### config.mk
export PLATFORM = sky130hd
export DESIGN_NAME = regfile_port_sched
export DESIGN_NICKNAME = d
export VERILOG_FILES = /design/src/rtl/regfile_sched_pkg.sv /design/src/rtl/wr_fifo.sv /design/src/rtl/regfile_port_sched.sv
export SDC_FILE = /design/constraint.sdc
export NUM_CORES = 1
export LEC_CHECK = 0
export CAP_MARGIN = 20
export CELL_PAD_IN_SITES_DETAIL_PLACEMENT = 1
export CELL_PAD_IN_SITES_GLOBAL_PLACEMENT = 1
export CORE_MARGIN = 2
export CORE_UTILIZATION = 41
export CTS_CLUSTER_SIZE = 14
export DETAILED_ROUTE_END_ITERATION = 10
export HOLD_SLACK_MARGIN = 0.05
export PLACE_DENSITY = 0.8
export SLEW_MARGIN = 20
export SYNTH_ARGS = -nofsm -noshare
export SYNTH_HDL_FRONTEND = slang
export SYNTH_HIERARCHICAL = 1
export SYNTH_SLANG_ARGS = --single-unit
### constraint.sdc
create_clock -name clk -period 5.5 [get_ports clk]
set_input_delay 1.375 -clock clk [delete_from_list [all_inputs] [get_ports clk]]
set_output_delay 1.375 -clock clk [all_outputs]
set_load 0.02 [all_outputs]
### src/rtl/regfile_sched_pkg.sv
// regfile_sched_pkg: shared widths and the pending-write entry type
package regfile_sched_pkg;
    localparam int REG_ADDR_W = 5;
    localparam int DATA_W     = 32;
    typedef struct packed {
        logic [REG_ADDR_W-1:0] addr;
        logic [DATA_W-1:0]     data;
    } wr_entry_t;
endpackage

### src/rtl/wr_fifo.sv
// wr_fifo: push-2/pop-1 synchronous FIFO exposing every slot for hazard compare
module wr_fifo
    import regfile_sched_pkg::*;
#(
    parameter int DEPTH = 4
) (
    input  logic                       clk,
    input  logic                       reset,
    input  logic                       i_push0,
    input  wr_entry_t                  i_data0,
    input  logic                       i_push1,
    input  wr_entry_t                  i_data1,
    input  logic                       i_pop,
    output wr_entry_t                  o_head,
    output logic [$clog2(DEPTH):0]     o_count,
    output wr_entry_t [DEPTH-1:0]      o_entries,
    output logic [DEPTH-1:0]           o_valid
);
    localparam int AW = $clog2(DEPTH);
    wr_entry_t [DEPTH-1:0] r_mem;
    logic [AW-1:0]         r_wr_ptr;
    logic [AW-1:0]         r_rd_ptr;
    logic [AW:0]           r_count;
    // Pointers wrap naturally because DEPTH is a power of two; the caller never exceeds free space.
    always_ff @(posedge clk) begin
        if (reset) begin
            r_wr_ptr <= '0;
            r_rd_ptr <= '0;
            r_count  <= '0;
        end else begin
            r_wr_ptr <= r_wr_ptr + AW'(i_push0) + AW'(i_push1);
            r_rd_ptr <= r_rd_ptr + AW'(i_pop);
            r_count  <= r_count + (AW+1)'(i_push0) + (AW+1)'(i_push1) - (AW+1)'(i_pop);
        end
    end
    // Storage: when both push, wr0 lands first; a lone push takes the first free slot.
    always_ff @(posedge clk) begin
        if (!reset && i_push0 && i_push1) begin
            r_mem[r_wr_ptr]          <= i_data0;
            r_mem[r_wr_ptr + AW'(1)] <= i_data1;
        end else if (!reset && (i_push0 || i_push1)) begin
            r_mem[r_wr_ptr] <= i_push0 ? i_data0 : i_data1;
        end
    end
    assign o_head    = r_mem[r_rd_ptr];
    assign o_count   = r_count;
    assign o_entries = r_mem;
    for (genvar i = 0; i < DEPTH; i++) begin : g_valid
        logic [AW-1:0] w_off;
        assign w_off      = AW'(i) - r_rd_ptr;
        assign o_valid[i] = {1'b0, w_off} < r_count;
    end
endmodule

### src/rtl/regfile_port_sched.sv
// regfile_port_sched: arbitrates two writeback clients into one register-file write port
module regfile_port_sched
    import regfile_sched_pkg::*;
#(
    parameter int DEPTH = 4
) (
    input  logic                    clk,
    input  logic                    reset,
    input  logic                    wr0_valid,
    output logic                    wr0_ready,
    input  logic [REG_ADDR_W-1:0]   wr0_addr,
    input  logic [DATA_W-1:0]       wr0_data,
    input  logic                    wr1_valid,
    output logic                    wr1_ready,
    input  logic [REG_ADDR_W-1:0]   wr1_addr,
    input  logic [DATA_W-1:0]       wr1_data,
    input  logic [REG_ADDR_W-1:0]   rd_addr_a,
    input  logic [REG_ADDR_W-1:0]   rd_addr_b,
    output logic                    hazard_a,
    output logic                    hazard_b,
    output logic                    RegWrite,
    output logic [REG_ADDR_W-1:0]   writeReg,
    output logic [DATA_W-1:0]       writeData,
    output logic [$clog2(DEPTH):0]  occupancy
);
    localparam int CW = $clog2(DEPTH) + 1;
    logic                  r_rr;
    logic [CW-1:0]         w_free;
    logic                  w_push0;
    logic                  w_push1;
    logic                  w_pop;
    wr_entry_t             w_head;
    wr_entry_t [DEPTH-1:0] w_entries;
    logic [DEPTH-1:0]      w_valid;

    // Free space comes from registered occupancy only, so a same-cycle pop never helps.
    assign w_free    = CW'(DEPTH) - occupancy;
    assign wr0_ready = !reset && (w_free >= CW'(2) || (w_free == CW'(1) && !r_rr));
    assign wr1_ready = !reset && (w_free >= CW'(2) || (w_free == CW'(1) && r_rr));
    assign w_push0   = wr0_valid && wr0_ready && wr0_addr != '0;
    assign w_push1   = wr1_valid && wr1_ready && wr1_addr != '0;
    assign w_pop     = occupancy != '0;

    wr_fifo #(.DEPTH(DEPTH)) u_fifo (
        .clk      (clk),
        .reset    (reset),
        .i_push0  (w_push0),
        .i_data0  ('{addr: wr0_addr, data: wr0_data}),
        .i_push1  (w_push1),
        .i_data1  ('{addr: wr1_addr, data: wr1_data}),
        .i_pop    (w_pop),
        .o_head   (w_head),
        .o_count  (occupancy),
        .o_entries(w_entries),
        .o_valid  (w_valid)
    );

    // Round-robin pointer flips only after a single-slot grant with both clients asking.
    always_ff @(posedge clk) begin
        if (reset) r_rr <= 1'b0;
        else if (w_free == CW'(1) && wr0_valid && wr1_valid) r_rr <= ~r_rr;
    end

    // Output stage: popped entry drives the register-file port for exactly one cycle.
    always_ff @(posedge clk) begin
        if (reset) begin
            RegWrite  <= 1'b0;
            writeReg  <= '0;
            writeData <= '0;
        end else begin
            RegWrite <= w_pop;
            if (w_pop) begin
                writeReg  <= w_head.addr;
                writeData <= w_head.data;
            end
        end
    end

    // Hazard: any queued entry or the live output stage targeting a nonzero source register.
    always_comb begin
        hazard_a = RegWrite && writeReg == rd_addr_a;
        hazard_b = RegWrite && writeReg == rd_addr_b;
        for (int i = 0; i < DEPTH; i++) begin
            hazard_a = hazard_a || (w_valid[i] && w_entries[i].addr == rd_addr_a);
            hazard_b = hazard_b || (w_valid[i] && w_entries[i].addr == rd_addr_b);
        end
        hazard_a = hazard_a && rd_addr_a != '0;
        hazard_b = hazard_b && rd_addr_b != '0;
    end
endmodule

=== Word-level counts from Yosys, hierarchy flattened ===
Cells that the tools add are included.

* Add/subtract/negate cells: 12
* $lt $le $gt $ge: 10
* Eq/ne operators: 11
* Mux-type cells: 12
* Bitwise logic cells: 1
* Reduce and logical (&&, ||, !) cells: 46

{| class="wikitable"
|+ Operators by type and width
! kind !! count
|-
| bitwise mux 148 bit || 3
|-
| 2-to-1 mux 148 bit || 2
|-
| demux 37 bit (select 2 bit) || 2
|-
| 2-to-1 mux 37 bit || 4
|-
| binary-select mux 37 bit (select 2 bit) || 1
|-
| == test 5 bit || 10
|-
| logical AND 1 bit || 27
|-
| nonzero test 5 bit || 4
|-
| less-than comparator 2 x 3 -> 1 bit || 4
|-
| logical OR 1 bit || 11
|-
| less-than comparator 2 x 3 -> 1 bit, second input constant || 3
|-
| adder 2 x 1 -> 2 bit || 3
|-
| adder 3 x 1 -> 3 bit || 2
|-
| >= comparator 2 x 1 -> 1 bit, second input constant || 2
|-
| subtractor 1 x 2 -> 2 bit, first input constant || 2
|-
| subtractor 2 bit, first input constant || 2
|-
| == test 3 x 1 -> 1 bit, second input constant || 1
|-
| >= comparator 3 x 2 -> 1 bit, second input constant || 1
|-
| nonzero test 3 bit || 1
|-
| subtractor 3 x 1 -> 3 bit || 1
|-
| subtractor 3 bit, first input constant || 1
|-
| adder 2 x 1 -> 2 bit, second input constant || 1
|-
| zero test 1 bit || 2
|-
| nonzero test 2 bit || 1
|-
| NOT 1 bit || 1
|}

* Register bits after elaboration: 194

=== Longest topological paths before layout ===
* Depth in word-level cells: 11
* Depth in mapped cells: 13

=== Hierarchy ===
The synthesis kept the hierarchy.

{| class="wikitable"
|+ Modules (own cells, without submodules)
! module !! instances !! cells an instance !! area an instance (um2) !! sequential area each (um2)
|-
| wr_fifo || 1 || 462 || 7,682.4 || 4,584.4
|-
| regfile_port_sched || 1 || 231 || 2,188.3 || 780.7
|}

=== Worst setup path after synthesis ===
No wires, ideal clock.

* Path kind: in2reg
* Start: input port reset
* End: register u_fifo.r_mem, in the netlist u_fifo/o_entries[0] (enable)
* Data arrival time: 5.326 ns
* Data required time: 5.012 ns
* Path slack: -0.313 ns
* Cell stages on the path: 6
* Cells stage by stage: a21oi_1 o311a_1 buf_4 buf_6 o21ai_0 a211oi_1

* Word-level cells in the longest chain between the ends: 7
* Elaborated cells on any way between the ends: 12
* Classes of those cells: reduce/logical: 12

{| class="wikitable"
|+ RTL lines
! item !! line !! RTL
|-
| start, declared || regfile_port_sched.sv:8 || <nowiki>input logic reset,</nowiki>
|-
| zero test 1 bit * || regfile_port_sched.sv:38 || <nowiki>assign wr0_ready = !reset && (w_free >= CW'(2) || (w_free == CW'(1) && !r_rr));</nowiki>
|-
| logical AND 1 bit * || regfile_port_sched.sv:38 ||
|-
| logical AND 1 bit * (2 in series) || regfile_port_sched.sv:40 || <nowiki>assign w_push0 = wr0_valid && wr0_ready && wr0_addr != '0;</nowiki>
|-
| via w_push0 || regfile_port_sched.sv:29 || <nowiki>logic w_push0;</nowiki>
|-
| logical OR 1 bit / logical AND 1 bit (equally long branches) || wr_fifo.sv:41, wr_fifo.sv:38 ||
|-
| logical AND 1 bit, on equally long branches || wr_fifo.sv:41, wr_fifo.sv:38 ||
|-
| nonzero test 2 bit (no line) * || n/a ||
|-
| end signal, assigned by index || wr_fifo.sv:39 || <nowiki>r_mem[r_wr_ptr] <= i_data0;</nowiki>
|-
| end signal, assigned by index || wr_fifo.sv:40 || <nowiki>r_mem[r_wr_ptr + AW'(1)] <= i_data1;</nowiki>
|-
| end signal, assigned by index || wr_fifo.sv:42 || <nowiki>r_mem[r_wr_ptr] <= i_push0 ? i_data0 : i_data1;</nowiki>
|-
| end, declared || wr_fifo.sv:20 || <nowiki>wr_entry_t [DEPTH-1:0] r_mem;</nowiki>
|}

The timed path passes the listed nets; every way through them passes the cells marked *.
A chain may end at the register's enable or synchronous reset.

=== Final worst setup path ===
* Start: input port rd_addr_a[0]
* End: output port hazard_a

* Word-level cells in the longest chain between the ends: 7
* Elaborated cells on any way between the ends: 16
* Classes of those cells: eq/ne: 5; reduce/logical: 11

{| class="wikitable"
|+ RTL lines
! item !! line !! RTL
|-
| start, declared || regfile_port_sched.sv:17 || <nowiki>input logic [REG_ADDR_W-1:0] rd_addr_a,</nowiki>
|-
| == test 5 bit, on equally long branches || regfile_port_sched.sv:81, regfile_port_sched.sv:84 ||
|-
| logical AND 1 bit, on equally long branches || regfile_port_sched.sv:81, regfile_port_sched.sv:84 ||
|-
| logical OR 1 bit (4 in series) || regfile_port_sched.sv:84 || <nowiki>hazard_a = hazard_a || (w_valid[i] && w_entries[i].addr == rd_addr_a);</nowiki>
|-
| logical AND 1 bit * || regfile_port_sched.sv:87 || <nowiki>hazard_a = hazard_a && rd_addr_a != '0;</nowiki>
|-
| end, declared || regfile_port_sched.sv:19 || <nowiki>output logic hazard_a,</nowiki>
|}

Every way passes the cells marked *; elsewhere a longest branch is shown, timed or not.

==> run_results.csv <==
group,metric,value,unit
sta,finalCritPeriodShare,88.1,%
clocking,cts_buffer_depth,2,
clocking,clockRootBuffer,"clkbuf_16",
global_route,antenna_found_initial,3,
die,ios,133,
layout,drive_gt1_share,12.7,%
place,dp_hpwl,17500,microns
sta,rsz0062_at_grt,"no",
die,die-height,159,microns
die,die_area,25300,sq um
status,status,"completed",
sta,hold_viol,0,
setup_path,cp.arrival,3.47,ns
yosys,syn_area_per_cell,14.2,sq um
clocking,cts_resized,0,
die,core_area,23500,sq um
pwr,p_leak,4.30,nW
global_route,grt_max_degree,52,
setup_path,worst-setup-path-type,"in -> out",
worst_hold_path,hp-start,"writeData[19]",
yosys,syn_area,9870,sq um
clocking,cts_hold_buf,0,
yosys,ys_seq_area_share,54.4,%
setup_path,start_kind,"primary input",
worst_hold_path,hp-class,"reg -> reg",
detailed_routing,dr_wl_met2,14600,microns
layout,syn2layout_area_growth,20.8,%
setup_path,worstPathRequired,4.12,ns
pwr,combPwrFrac,43.3,%
global_route,overflow,0,
sta,relSlewSlack,41.9,%
yosys,synth_seq_cells,194,
die,die_w,159,microns
place,preCtsSetupSlack,0.657,ns
detailed_routing,drt-met1-wl,11500,microns
job,maxCapViolations,0,
detailed_routing,wire_per_inst,24.3,microns
layout,layout_common_cells,"edfxtp_1 (148), a22o_1 (145), clkdlybuf4s50_1 (131)",
pwr,internal_power,0.00369,W
sta,setup_viol,0,
setup_path,worstRegToRegCells,10,
detailed_routing,drc,0,
layout,final_common_cell,"edfxtp_1",
clocking,cts_setup_buffers,0,
detailed_routing,detail-route-antenna-nets,0,
place,portBuffers,132,
sta,max_clock_freq,206,MHz
pwr,p_sw_share,35.9,%
pwr,peakVddDrop,0.000189,V
global_route,grtUsageTotal,21.9,%
sta,min_period,4.85,ns
setup_path,regToRegStartpoint,"u_fifo/o_count[0]",
setup_path,end_kind,"primary output",
sta,finClkSkew,0.00846,ns
clocking,cts_buffers,17,
clocking,cts_tree,"done",
yosys,ys_types,37,
pwr,pwr-share-seq,36.9,%
setup_path,crit_start,"rd_addr_a[0]",
detailed_routing,num_vias,6524,
yosys,synth_warnings,6,
sta,worst_slew_pin_slew,0.872,ns
setup_path,crit_end,"hazard_a",
setup_path,rrSetupSlack,1.68,ns
setup_path,timing.rr.end,"u_fifo/o_entries[109]",
detailed_routing,wl_met3,1100,microns
pwr,power.share.clock,19.8,%
detailed_routing,topRoutingLayerUsed,"met4",
clocking,cts.clk_slew.worst_paths,0.07,ns
yosys,syn-num-nets,802,
pwr,powerDensity,482,nW/um^2
setup_path,max_stage_delay,0.60,ns
sta,slew_viol_final,0,
clocking,insertion_delay,0.43,ns
detailed_routing,drt_iter0_markers,490,
place,gp_congestion,0.791,
layout,nets,913,
setup_path,crit_slowest_cell,"clkdlybuf4s50_1",
setup_path,crit_chain,"clkdlybuf4s50_1, xor2_1, nor4_1, nand3_1, nand3_1, o22a_1, clkdlybuf4s50_1",
detailed_routing,drt-vias-per-instance,5.73,
sta,layout_setup_ws,0.652,ns
detailed_routing,totalWireLength,27700,microns
yosys,synthCells,693,
clocking,cts.sinks,194,
die,initial_utilization,41.9,%
detailed_routing,drt_pass1_iterations,5,
global_route,grt_pass1_wl,42000,microns
layout,finish.utilization,50.6,%
setup_path,cp_max_fo,6,
pwr,p_sw,0.00206,W
sta,setup_tns,0,ns
global_route,grt_pass1_vias,7091,
clocking,cts-htree-levels,4,
die,row_count,56,
[cell type report]
type / instances / area [sq um]
fill: 2376 / 11600
sequential: 194 / 5370
multi-input combinational: 427 / 4030
timing repair buffer: 152 / 1540
clock buffer: 21 / 450
tap: 319 / 399
clock inverter: 11 / 81.3
inverter: 12 / 45.0
antenna: 3 / 7.51
[metal layers]
layer	track usage, %	vias up
met4	7.48	0
met2	39.9	193
met1	26.4	3357
met3	3.49	32
li1	-	2942
met5	0	-
[cells in the mapped netlist, drive strengths merged]
cell type,number,area [sq um]
edfxtp,148,4440
a22o,145,1270
buf,53,449
dfxtp,46,921
nor2,42,158
xor2,42,368
mux2i,37,370
mux4,37,833
ha,18,225
a21oi,16,125
nand3,15,75.1
xnor2,14,123
inv,12,45.0
nor2b,11,76.3
nor4,10,62.6
nand2,8,30.0
clkbuf,7,26.3
a31o,4,35.0
o21ai,4,20.0
a21o,3,22.5
fa,3,60.1
nand2b,3,18.8
or2,3,18.8
o22a,2,17.5
o311a,2,20.0
or3,2,12.5
or4,2,15.0
a211oi,1,7.51
nand4,1,6.26
nor3b,1,7.51
o21bai,1,7.51
[critical path: cells and delay by family]
kind / cells / cell delay (ns)
compound gates: 1 / 0.14
xor+xnor: 1 / 0.24
buf+inv: 2 / 1.19
simple gates: 3 / 0.51
[per-stage QoR]
stage               hold slack [ns]  cell area [sq um]  instances  power, W
floorplan                     0.492               9880        693   0.00382
global placement              0.482              11400       1104   0.00456
detailed placement            0.490              11400       1104   0.00463
CTS                           0.505              11900       1136   0.00578
global route                  0.532              11900       1139   0.00604
finish                        0.497              11900       1139   0.00575
[power by group through the flow]
stage	sequential, W	clock, W	combinational, W
after floorplan	0.00225	0	0.00157
after global placement	0.00215	0	0.00241
after detailed placement	0.00215	0	0.00248
after CTS	0.00212	0.00116	0.00250
after global routing	0.00215	0.00120	0.00269
final	0.00212	0.00114	0.00249
[cell families (layout without fill, tap and decap cells)]
group,Yosys count,count (layout),share of synthesized area [%]
XOR/XNOR,56,56,4.97
other,0,3,0
multiplexers,74,74,12.2
AND/OR/NAND/NOR,98,98,4.87
AO/OA/AOI/OAI,178,178,15.5
adder cells (fa/ha/maj),21,21,2.89
flip-flops,194,194,54.4
buffers and inverters,72,196,5.27
[state kept, by name, indices dropped and copies added, names as in the netlist]
signal,count
u_fifo/o_entries,148
writeData,32
writeReg,5
u_fifo/o_count,3
u_fifo/r_rd_ptr,2
u_fifo/r_wr_ptr,2
RegWrite,1
r_rr,1
[worst min path at each step]
stage,cells past startpoint,endpoint
finish,2,writeData[19]
global route,2,writeData[24]
CTS,2,writeData[19]
detailed placement,2,writeData[22]
global placement,2,writeData[17]
floorplan,2,r_rr
(Power assumes the default switching activity.)
